## src/rtl/register_read.sv

```systemverilog
// -----------------------------------------------------------------------------
// register_read
//
// AXI-Lite slave exposing two banks of 32-bit words inside one address window:
//   offset 0x00 + 4*i : statistics word i (read-only, sampled live)
//   offset 0x40 + 4*i : host word i (read/write, driven out on host_data)
// Only addresses whose bits [31:REG_ADDR_W] equal REG_PREFIX reach the block.
// Writes are full-word only (there are no strobes).
//
// Optional feature macro: REGISTER_READ_ERR_RESP_EN
//   defined     : misses and writes to statistics respond SLVERR, prefix
//                 mismatches respond DECERR, hits respond OKAY.
//   not defined : every response is OKAY; data behaviour is identical.
//
// Parameters
//   REG_ADDR_W : number of low address bits decoded inside the window
//   NUMBER_REG : number of statistics words and of host words (1..16)
//   REG_PREFIX : required value of address bits [31:REG_ADDR_W]
//
// Ports
//   aclk                    : sole clock, rising edge
//   aresetn                 : asynchronous reset, asserted HIGH despite the name
//   s_axil_aw* / s_axil_w*  : write address / write data channels
//   s_axil_b*               : write response channel
//   s_axil_ar*              : read address channel
//   s_axil_r*               : read data channel
//   statstics               : live statistics, word i = bits [32i+31:32i]
//   host_data               : host-written words, word i = bits [32i+31:32i]
// -----------------------------------------------------------------------------
module register_read #(
  parameter int REG_ADDR_W = 12,
  parameter int NUMBER_REG = 10,
  parameter int REG_PREFIX = 0
) (
  input  logic                    aclk,
  input  logic                    aresetn,

  input  logic                    s_axil_awvalid,
  input  logic [31:0]             s_axil_awaddr,
  output logic                    s_axil_awready,

  input  logic                    s_axil_wvalid,
  input  logic [31:0]             s_axil_wdata,
  output logic                    s_axil_wready,

  output logic                    s_axil_bvalid,
  output logic [1:0]              s_axil_bresp,
  input  logic                    s_axil_bready,

  input  logic                    s_axil_arvalid,
  input  logic [31:0]             s_axil_araddr,
  output logic                    s_axil_arready,

  output logic                    s_axil_rvalid,
  output logic [31:0]             s_axil_rdata,
  output logic [1:0]              s_axil_rresp,
  input  logic                    s_axil_rready,

  input  logic [32*NUMBER_REG-1:0] statstics,
  output logic [32*NUMBER_REG-1:0] host_data
);

  localparam logic [1:0] RESP_OKAY   = 2'b00;
  localparam logic [1:0] RESP_SLVERR = 2'b10;
  localparam logic [1:0] RESP_DECERR = 2'b11;

  // Address window masks. The prefix is compared in place (already shifted)
  // so no width juggling is needed between the parameter and the address.
  localparam logic [31:0] LOW_MASK    = (32'd1 << REG_ADDR_W) - 32'd1;
  localparam logic [31:0] PREFIX_BITS = 32'(REG_PREFIX) << REG_ADDR_W;
  localparam logic [31:0] STAT_END    = 32'(4 * NUMBER_REG);
  localparam logic [31:0] HOST_BASE   = 32'h40;
  localparam logic [31:0] HOST_END    = HOST_BASE + STAT_END;

  typedef enum logic [1:0] {
    W_IDLE,
    W_ACCEPT,
    W_RESP
  } wr_state_t;

  typedef enum logic [1:0] {
    R_IDLE,
    R_ACCEPT,
    R_RESP
  } rd_state_t;

  // Word-aligned offset inside the window (addr[1:0] ignored).
  function automatic logic [31:0] offset_of(input logic [31:0] addr);
    return addr & LOW_MASK & ~32'h3;
  endfunction

  function automatic logic prefix_match(input logic [31:0] addr);
    return (addr & ~LOW_MASK) == PREFIX_BITS;
  endfunction

  wr_state_t   wr_state;
  wr_state_t   wr_next;
  rd_state_t   rd_state;
  rd_state_t   rd_next;

  logic [31:0] host_regs  [NUMBER_REG];
  logic [31:0] stat_words [NUMBER_REG];

  logic [31:0] wr_off;
  logic        wr_prefix_ok;
  logic        wr_host_hit;
  logic [3:0]  wr_idx;
  logic        wr_fire;
  logic [1:0]  wr_resp;

  logic [31:0] rd_off;
  logic        rd_prefix_ok;
  logic        rd_stat_hit;
  logic        rd_host_hit;
  logic [3:0]  rd_idx;
  logic        rd_fire;
  logic [1:0]  rd_resp;
  logic [31:0] rd_value;

  logic [1:0]  bresp_q;
  logic [1:0]  rresp_q;
  logic [31:0] rdata_q;

  genvar g;
  generate
    for (g = 0; g < NUMBER_REG; g++) begin : g_words
      assign stat_words[g]        = statstics[32*g +: 32];
      assign host_data[32*g +: 32] = host_regs[g];
    end
  endgenerate

  // Address decode for both channels. Host and statistics words share the
  // same index bits [5:2]; the bank is selected by the offset range.
  assign wr_off       = offset_of(s_axil_awaddr);
  assign wr_prefix_ok = prefix_match(s_axil_awaddr);
  assign wr_host_hit  = wr_prefix_ok && (wr_off >= HOST_BASE) && (wr_off < HOST_END);
  assign wr_idx       = wr_off[5:2];

  assign rd_off       = offset_of(s_axil_araddr);
  assign rd_prefix_ok = prefix_match(s_axil_araddr);
  assign rd_stat_hit  = rd_prefix_ok && (rd_off < STAT_END);
  assign rd_host_hit  = rd_prefix_ok && (rd_off >= HOST_BASE) && (rd_off < HOST_END);
  assign rd_idx       = rd_off[5:2];

  // Response codes. Without the error feature every access answers OKAY,
  // while the decode still gates which writes update state.
  always_comb begin
    wr_resp = RESP_OKAY;
    rd_resp = RESP_OKAY;
`ifdef REGISTER_READ_ERR_RESP_EN
    if (!wr_prefix_ok)
      wr_resp = RESP_DECERR;
    else if (!wr_host_hit)
      wr_resp = RESP_SLVERR;

    if (!rd_prefix_ok)
      rd_resp = RESP_DECERR;
    else if (!(rd_stat_hit || rd_host_hit))
      rd_resp = RESP_SLVERR;
`endif
  end

  // Read data mux; a miss returns zero.
  always_comb begin
    rd_value = 32'd0;
    for (int i = 0; i < NUMBER_REG; i++) begin
      if (rd_stat_hit && (rd_idx == 4'(i)))
        rd_value = stat_words[i];
      if (rd_host_hit && (rd_idx == 4'(i)))
        rd_value = host_regs[i];
    end
  end

  // ---------------------------------------------------------------------------
  // Write channel: IDLE sees both valids -> ACCEPT raises awready/wready for a
  // single cycle -> RESP holds bvalid until bready. No new write is looked at
  // while the response is outstanding.
  // ---------------------------------------------------------------------------
  always_ff @(posedge aclk or posedge aresetn) begin
    if (aresetn)
      wr_state <= W_IDLE;
    else
      wr_state <= wr_next;
  end

  always_comb begin
    wr_next = wr_state;
    case (wr_state)
      W_IDLE:   if (s_axil_awvalid && s_axil_wvalid) wr_next = W_ACCEPT;
      W_ACCEPT: wr_next = wr_fire ? W_RESP : W_IDLE;
      W_RESP:   if (s_axil_bready) wr_next = W_IDLE;
      default:  wr_next = W_IDLE;
    endcase
  end

  assign wr_fire        = (wr_state == W_ACCEPT) && s_axil_awvalid && s_axil_wvalid;
  assign s_axil_awready = (wr_state == W_ACCEPT);
  assign s_axil_wready  = (wr_state == W_ACCEPT);
  assign s_axil_bvalid  = (wr_state == W_RESP);
  assign s_axil_bresp   = bresp_q;

  // Host registers and the write response code are captured at the handshake.
  always_ff @(posedge aclk or posedge aresetn) begin
    if (aresetn) begin
      bresp_q <= RESP_OKAY;
      for (int i = 0; i < NUMBER_REG; i++)
        host_regs[i] <= 32'd0;
    end else if (wr_fire) begin
      bresp_q <= wr_resp;
      for (int i = 0; i < NUMBER_REG; i++)
        if (wr_host_hit && (wr_idx == 4'(i)))
          host_regs[i] <= s_axil_wdata;
    end
  end

  // ---------------------------------------------------------------------------
  // Read channel: same three-step shape as the write side. Data is captured at
  // the handshake edge, so a simultaneous write to the same host word returns
  // the value held before that write.
  // ---------------------------------------------------------------------------
  always_ff @(posedge aclk or posedge aresetn) begin
    if (aresetn)
      rd_state <= R_IDLE;
    else
      rd_state <= rd_next;
  end

  always_comb begin
    rd_next = rd_state;
    case (rd_state)
      R_IDLE:   if (s_axil_arvalid) rd_next = R_ACCEPT;
      R_ACCEPT: rd_next = rd_fire ? R_RESP : R_IDLE;
      R_RESP:   if (s_axil_rready) rd_next = R_IDLE;
      default:  rd_next = R_IDLE;
    endcase
  end

  assign rd_fire        = (rd_state == R_ACCEPT) && s_axil_arvalid;
  assign s_axil_arready = (rd_state == R_ACCEPT);
  assign s_axil_rvalid  = (rd_state == R_RESP);
  assign s_axil_rdata   = rdata_q;
  assign s_axil_rresp   = rresp_q;

  always_ff @(posedge aclk or posedge aresetn) begin
    if (aresetn) begin
      rdata_q <= 32'd0;
      rresp_q <= RESP_OKAY;
    end else if (rd_fire) begin
      rdata_q <= rd_value;
      rresp_q <= rd_resp;
    end
  end

endmodule

```

## config.mk

```make
export PLATFORM = sky130hd
export DESIGN_NAME = register_read
export DESIGN_NICKNAME = d
export VERILOG_FILES = /design/src/rtl/register_read.sv
export SDC_FILE = /design/constraint.sdc
export NUM_CORES = 1
export LEC_CHECK = 0
export CORE_AREA = 3 3 303 305
export CTS_CLUSTER_SIZE = 20
export DETAILED_ROUTE_END_ITERATION = 10
export DIE_AREA = 0 0 306 308
export GPL_TIMING_DRIVEN = 0
export PLACE_DENSITY_LB_ADDON = 0.08
export SETUP_SLACK_MARGIN = 0.05
export SYNTH_ARGS = -nofsm -noshare
export SYNTH_HDL_FRONTEND = slang
export SYNTH_SLANG_ARGS = --single-unit
```

## constraint.sdc

```tcl
create_clock -name aclk -period 20 [get_ports aclk]
set_input_delay 4 -clock aclk [delete_from_list [all_inputs] [get_ports aclk]]
set_output_delay 4 -clock aclk [all_outputs]
set_load 0.005 [all_outputs]
```

==> impl_metrics.env, run 1 <==
export IMPL_netlist_area_sq_um=19800
export IMPL_dr_total_vias=20200
export IMPL_cp_max_fo=10
export IMPL_slew_viol_final=0
export IMPL_postCtsSetupRepairBufs=0
export IMPL_max_freq_mhz=126
export IMPL_cts_made_buffers=48
export IMPL_cts_resized=0
export IMPL_finalPower_uw=1990
export IMPL_r2r_end="s_axil_rdata[3]$_DFFE_PP0P_"
export IMPL_fp_dieW_microns=306
export IMPL_path_cells="clkdlybuf4s50_1 -> buf_2 -> nand4bb_1 -> buf_2 -> clkbuf_1 -> clkbuf_1 -> o21ai_0 -> a221oi_1 -> o21ai_0 -> a21oi_1"
export IMPL_insertion_delay_ns=0.59
export IMPL_finalWorstSetupSlack_ns=12.08
export IMPL_worst_setup_path_start_kind="input pin"
export IMPL_pin_count=784
export IMPL_synthArstFlopShare_pct=100
export IMPL_grt_start_max_net_pins=106
export IMPL_layout_nets=3005
export IMPL_setup_viol=0
export IMPL_hold_path_class="reg -> reg"
export IMPL_ant_nets=0
export IMPL_grt_pass1_vias=21000
export IMPL_ir_worst_vdd_mv=0.0491
export IMPL_initial_core_util_pct=22.1
export IMPL_avgSynthCellArea_sq_um=11.1
export IMPL_slowest_delay_ns=0.81
export IMPL_fin_worst_skew_ns=0.0140
export IMPL_synth_edf_count=0
export IMPL_viasPerCell=5.32
export IMPL_area_delta_synth_final_pct=53.8
export IMPL_worstRegToRegCells=6
export IMPL_regToRegSetupSlack_ns=16.99
export IMPL_multiInputGateArea_sq_um=10000
export IMPL_syn_inst=1782
export IMPL_cts_root_buf="clkbuf_16"
export IMPL_antenna_found_initial=24
export IMPL_critical_path_class="in -> reg"
export IMPL_worstHoldStart="wr_state[0]$_DFFE_PP0P_"
export IMPL_tightest_slew_ns=1.48
export IMPL_violations="capacitance limit"
export IMPL_ys_seq_elements=356
export IMPL_dp_hpwl_microns=112000
export IMPL_slowest_stage="clkbuf_1"
export IMPL_grt_pass1_wl_microns=189000
export IMPL_core_area_sq_um=89600
export IMPL_drive_gt1_share_pct=20.3
export IMPL_synthFlopType="dfrtp_1"
export IMPL_powerDensity_nw_per_um2=65.2
export IMPL_clkTransAtPathRegs_ns=0.06
export IMPL_grt_overflow=0
export IMPL_synth_cell_type_count=83
export IMPL_routedWlPerCell_microns=37.5
export IMPL_hold_buffers=0
export IMPL_arrival_ns=8.44
export IMPL_clockBufferDepth=3
export IMPL_r2r_start="host_data[67]$_DFFE_PP0P_"
export IMPL_cts_sinks=356
export IMPL_ff_latch_area_sq_um=8910
export IMPL_cap_violations=1
export IMPL_crit_start="s_axil_araddr[4]"
export IMPL_drc=0
export IMPL_wirelength_microns=142000
export IMPL_dr_pass1_iters=6
export IMPL_endpoint="s_axil_rdata[24]$_DFFE_PP0P_"
export IMPL_cp_required_ns=20.52
export IMPL_yosys_warnings=0
export IMPL_final_min_clock_period_ns=7.92
export IMPL_rsz0062_at_grt="false"
export IMPL_ys_seq_area_share_pct=45.0
export IMPL_p_leak_uw=0.0131
export IMPL_die_y_microns=308
export IMPL_fill_cells=9176
export IMPL_rows=110
export IMPL_gr_usage_all_layers_pct=29.2
export IMPL_dpl_worst_slack_ns=11.74
export IMPL_io_buffer_count=742
export IMPL_die_area_sq_um=94200
export IMPL_finalCritPeriodShare_pct=39.6
export IMPL_tritoncts="built"
export IMPL_cp_end_kind="flop"
export IMPL_tns_ns=0
export IMPL_max_slew_margin_rel_pct=0.807
export IMPL_outcome="finished, violations left"
export IMPL_cts_htree_levels=2
export IMPL_gp_congestion=0.916
export IMPL_hold_viol=0
export IMPL_drtIter0Drc=1694
worst min path at each step:
stage | cells after the start | to | slack (ns)
2_1_floorplan | 1 | wr_state[0]$_DFFE_PP0P_ | 0.43
3_3_place_gp | 1 | wr_state[0]$_DFFE_PP0P_ | 0.45
3_5_place_dp | 1 | wr_state[0]$_DFFE_PP0P_ | 0.47
4_1_cts | 1 | wr_state[0]$_DFFE_PP0P_ | 0.48
5_1_grt | 1 | wr_state[0]$_DFFE_PP0P_ | 0.49
6_report | 1 | wr_state[0]$_DFFE_PP0P_ | 0.49
worst max-delay path: cells and delay by family:
kind,cells,cell delay (ns)
compound gates,4,1.68
simple gates,1,0.11
buf+inv,5,2.62
placed cells by master (no fill, tap or decap), drive strengths merged, types with 5 or more instances in the layout:
cell / n
clkdlybuf4s50: 742
mux2: 362
dfrtp: 356
clkbuf: 136
buf: 127
o21ai: 116
nor2: 98
a21oi: 77
nand2: 58
mux2i: 55
o22ai: 45
a22oi: 41
and3: 28
a221oi: 26
a211oi: 26
o32ai: 23
or3: 21
a211o: 21
nand3: 20
nor4: 20
a2bb2oi: 19
nor3: 19
o211ai: 13
a221o: 13
nor2b: 11
inv: 11
o221ai: 10
a2111oi: 10
diode: 9
o2bb2ai: 7
nand2b: 6
o31ai: 6
a31oi: 6
nand4bb: 5
o21a: 5
o2111ai: 5
nand4: 5
where the power goes:
part / switching, uW / internal, uW
Combinational: 177 / 157
Sequential: 14.0 / 742
Clock: 354 / 541
Total: 545 / 1440
Yosys cell counts, types with 26 or more instances:
library cell	instances	share of area, %
o21ai_0	96	2.4
nand2_1	57	1.1
and3_1	28	0.88
a22oi_1	41	1.6
a221oi_1	26	1.2
buf_2	41	1.0
dfrtp_1	356	45
nor2_1	96	1.8
a21oi_1	77	1.9
clkbuf_1	61	1.2
mux2_2	347	20
mux2i_1	55	2.8
o22ai_1	45	1.4
buf_1	63	1.2
cell families after synthesis:
group | Yosys count | synth area share (%)
AOI/OAI and AO/OA | 497 | 17.6
buffers and inverters | 194 | 4.45
DFF | 356 | 45.0
muxes | 418 | 23.5
other | 1 | 0.0189
and+or+nand+nor | 316 | 9.43
sequential cells by signal, summed over array words and instances, names as in the netlist:
register	cells
wr_state	2
s_axil_rdata	32
host_data	320
rd_state	2
layer usage:
metal / routed length [microns] / track usage, %
met1: 58100 / 36.5
met2: 69000 / 49.8
met3: 10500 / 6.89
met4: 4790 / 9.27
met5: 73 / 0
area by class of cell:
type                            count  share of cell area (%)
Inverter                           11                   0.160
Antenna cell                        9                  0.0739
Multi-Input combinational cell   1235                    33.0
Sequential cell                   356                    29.2
Buffer                            183                    2.78
Clock buffer                       75                    4.74
Timing Repair Buffer              747                    24.8
Tap cell                         1176                    4.83
Clock inverter                      7                   0.444
metrics by stage:
| step | std cells | instance area [sq um] | hold slack (ns) | utilization, % |
|---|---|---|---|---|
| 3_5_place_dp | 3708 | 28900 | 0.468 | 32.2 |
| 3_3_place_gp | 3703 | 28700 | 0.452 | 32.0 |
| 4_1_cts | 3790 | 30400 | 0.481 | 34.0 |
| 6_report | 3799 | 30500 | 0.493 | 34.0 |
| 2_1_floorplan | 1785 | 19800 | 0.434 | - |
| 5_1_grt | 3795 | 30400 | 0.494 | 34.0 |
No activity file was read; power rests on OpenSTA's default activity.
==> inputs of run 2 (changes only) <==
clock period = 7.16 ns   (was 20 ns; I/O delays follow)
==> run 2 against run 1 <==
The flow finishes with violations (capacitance limit, slew limit). Clock power increased to 2.9 times the previous value. Critical path depth decreased by 1. Die area unchanged. Via count decreased by 0.33%. Clock skew increased by 0.012 ns. Largest power group unchanged. Largest cell class unchanged.
==> impl_metrics.env, run 2 (synthesis results as in run 1) <==
export IMPL_outcome="finished, violations left"
export IMPL_violations="capacitance limit, slew limit"
export IMPL_dr_pass1_iters=5
export IMPL_arrival_ns=5.84
export IMPL_p_sw_share_pct=27.7
export IMPL_cts_made_buffers=49
export IMPL_final_common_cell="clkdlybuf4s50_1"
export IMPL_tritoncts="built"
export IMPL_core_area_sq_um=89600
export IMPL_drtIter0Drc=1444
export IMPL_dp_cells=3716
export IMPL_routedWlPerCell_microns=37.3
export IMPL_slew_viol_final=6
export IMPL_clock_power_share_pct=46.1
export IMPL_area_delta_synth_final_pct=55.0
export IMPL_hold_viol=0
export IMPL_grt_util_met1_pct=35.5
export IMPL_layout_nets=3014
export IMPL_largest_reg_flops=320
export IMPL_gp_congestion=0.901
export IMPL_fill_cells=9139
export IMPL_fp_dieW_microns=306
export IMPL_cap_violations=1
export IMPL_grt_pass1_wl_microns=189000
export IMPL_internal_power_uw=4100
export IMPL_finalWorstSetupSlack_ns=1.79
export IMPL_final_min_clock_period_ns=5.37
export IMPL_ff_latch_area_sq_um=8910
export IMPL_rsz0062_at_grt="false"
export IMPL_setup_viol=0
export IMPL_hold_buffers=0
export IMPL_postCtsSetupRepairBufs=0
export IMPL_power_frac_seq_pct=37.3
export IMPL_p_leak_uw=0.0132
export IMPL_drc=0
export IMPL_cts_htree_levels=2
export IMPL_dr_total_vias=20100
export IMPL_cp_max_fo=10
export IMPL_cp_end_kind="flop"
export IMPL_insertion_delay_ns=0.61
export IMPL_die_area_sq_um=94200
export IMPL_grt_overflow=0
export IMPL_max_slew_margin_rel_pct=-3.07
export IMPL_viasPerCell=5.27
export IMPL_worst_setup_path_start_kind="input pin"
export IMPL_grt_pass1_vias=21300
export IMPL_cts_sinks=356
export IMPL_busiest_layer="met2"
export IMPL_max_freq_mhz=186
export IMPL_initial_core_util_pct=22.1
export IMPL_multiInputGateArea_sq_um=10000
export IMPL_layout_common_cells="742 x clkdlybuf4s50_1, 356 x dfrtp_1, 347 x mux2_2"
export IMPL_cts_resized=0
export IMPL_gr_usage_all_layers_pct=29.3
export IMPL_ir_worst_vdd_mv=0.154
export IMPL_use_met3_pct=8.56
export IMPL_antenna_found_initial=30
export IMPL_clkTransAtPathRegs_ns=0.06
export IMPL_powerDensity_nw_per_um2=184
export IMPL_finalCritPeriodShare_pct=75.0
export IMPL_fin_worst_skew_ns=0.0264
export IMPL_pwr_share_comb_pct=16.5
export IMPL_ant_nets=0
export IMPL_die_y_microns=308
export IMPL_finalPower_uw=5660
export IMPL_rows=110
export IMPL_drive_gt1_share_pct=20.8
export IMPL_tightest_slew_ns=1.53
export IMPL_net_switching_power_uw=1570
export IMPL_dpl_worst_slack_ns=1.37
export IMPL_pin_count=784
export IMPL_met2_usage_pct=50.2
export IMPL_cp_required_ns=7.62
export IMPL_fin_cells=3821
export IMPL_grt_start_max_net_pins=39
export IMPL_critical_path_class="in -> reg"
export IMPL_hold_path_class="reg -> reg"
export IMPL_io_buffer_count=742
export IMPL_clockBufferDepth=3
export IMPL_dp_hpwl_microns=112000
export IMPL_wirelength_microns=142000
export IMPL_tns_ns=0
export IMPL_cts_root_buf="clkbuf_16"
run 2: changes by cell type in the layout (fill, tap and decap cells not counted), moves of 2 or more:
| cell | change |
|---|---|
| buf_16 | -3 |
| clkinvlp_4 | +3 |
| diode_2 | +5 |
| clkbuf_16 | +2 |
| clkinv_2 | +3 |
| buf_12 | +10 |
run 2: metrics by stage:
step / hold slack, ns / util (%) / cell area [sq um]
3_3_place_gp: 0.450 / 32.0 / 28700
3_5_place_dp: 0.470 / 32.3 / 29000
6_report: 0.485 / 34.3 / 30700
4_1_cts: 0.481 / 34.2 / 30700
5_1_grt: 0.509 / 34.2 / 30700
2_1_floorplan: 0.434 / - / 19800
run 2: worst max-delay path: stages:
cell	delay [ns]
buf_2	0.31
buf_2	0.60
buf_2	0.60
buf_1	1.09
o2bb2ai_1	0.12
a211oi_1	1.00
o21ai_0	0.27
a21oi_1	0.28
o21ai_0	0.10
run 2: cell type report:
type / instances / share of cell area (%)
diodes: 14 / 0.114
plain buffers: 183 / 2.76
clock buffers: 78 / 4.91
clock inverters: 13 / 0.567
inverters: 11 / 0.147
multi-input cells: 1235 / 32.7
flip-flops and latches: 356 / 29.0
well taps: 1176 / 4.79
repair buffers: 755 / 25.0
run 2: power groups by stage:
stage / Sequential, uW / Combinational (uW) / Clock [uW]
after floorplan: 2140 / 310 / 0
after global placement: 2150 / 917 / 0
after detailed placement: 2150 / 934 / 0
after CTS: 2120 / 939 / 2680
after global routing: 2120 / 987 / 2750
final: 2110 / 936 / 2610
run 2: worst paths after layout:
| kind | slack (ns) | end | from | depth (start not counted) |
|---|---|---|---|---|
| setup / recovery | 1.79 | s_axil_rdata[18]$_DFFE_PP0P_ | s_axil_araddr[6] | 9 |
| hold / removal | 0.49 | rd_state[0]$_DFFE_PP0P_ | rd_state[0]$_DFFE_PP0P_ | 1 |
| setup reg to reg | 4.02 | s_axil_rdata[3]$_DFFE_PP0P_ | host_data[99]$_DFFE_PP0P_ | 6 |
| hold reg to reg | 0.49 | rd_state[0]$_DFFE_PP0P_ | rd_state[0]$_DFFE_PP0P_ | 1 |
| max in group asynchronous | 4.28 | host_data[250]$_DFFE_PP0P_ | aresetn | 6 |
| min in group asynchronous | 1.35 | host_data[194]$_DFFE_PP0P_ | aresetn | 2 |
run 2: layer usage:
| layer | routed length, microns | share of wire (%) |
|---|---|---|
| met5 | 91 | 0.064 |
| met4 | 4360 | 3.1 |
| met3 | 12100 | 8.5 |
| met2 | 69200 | 49 |
| met1 | 56700 | 40 |
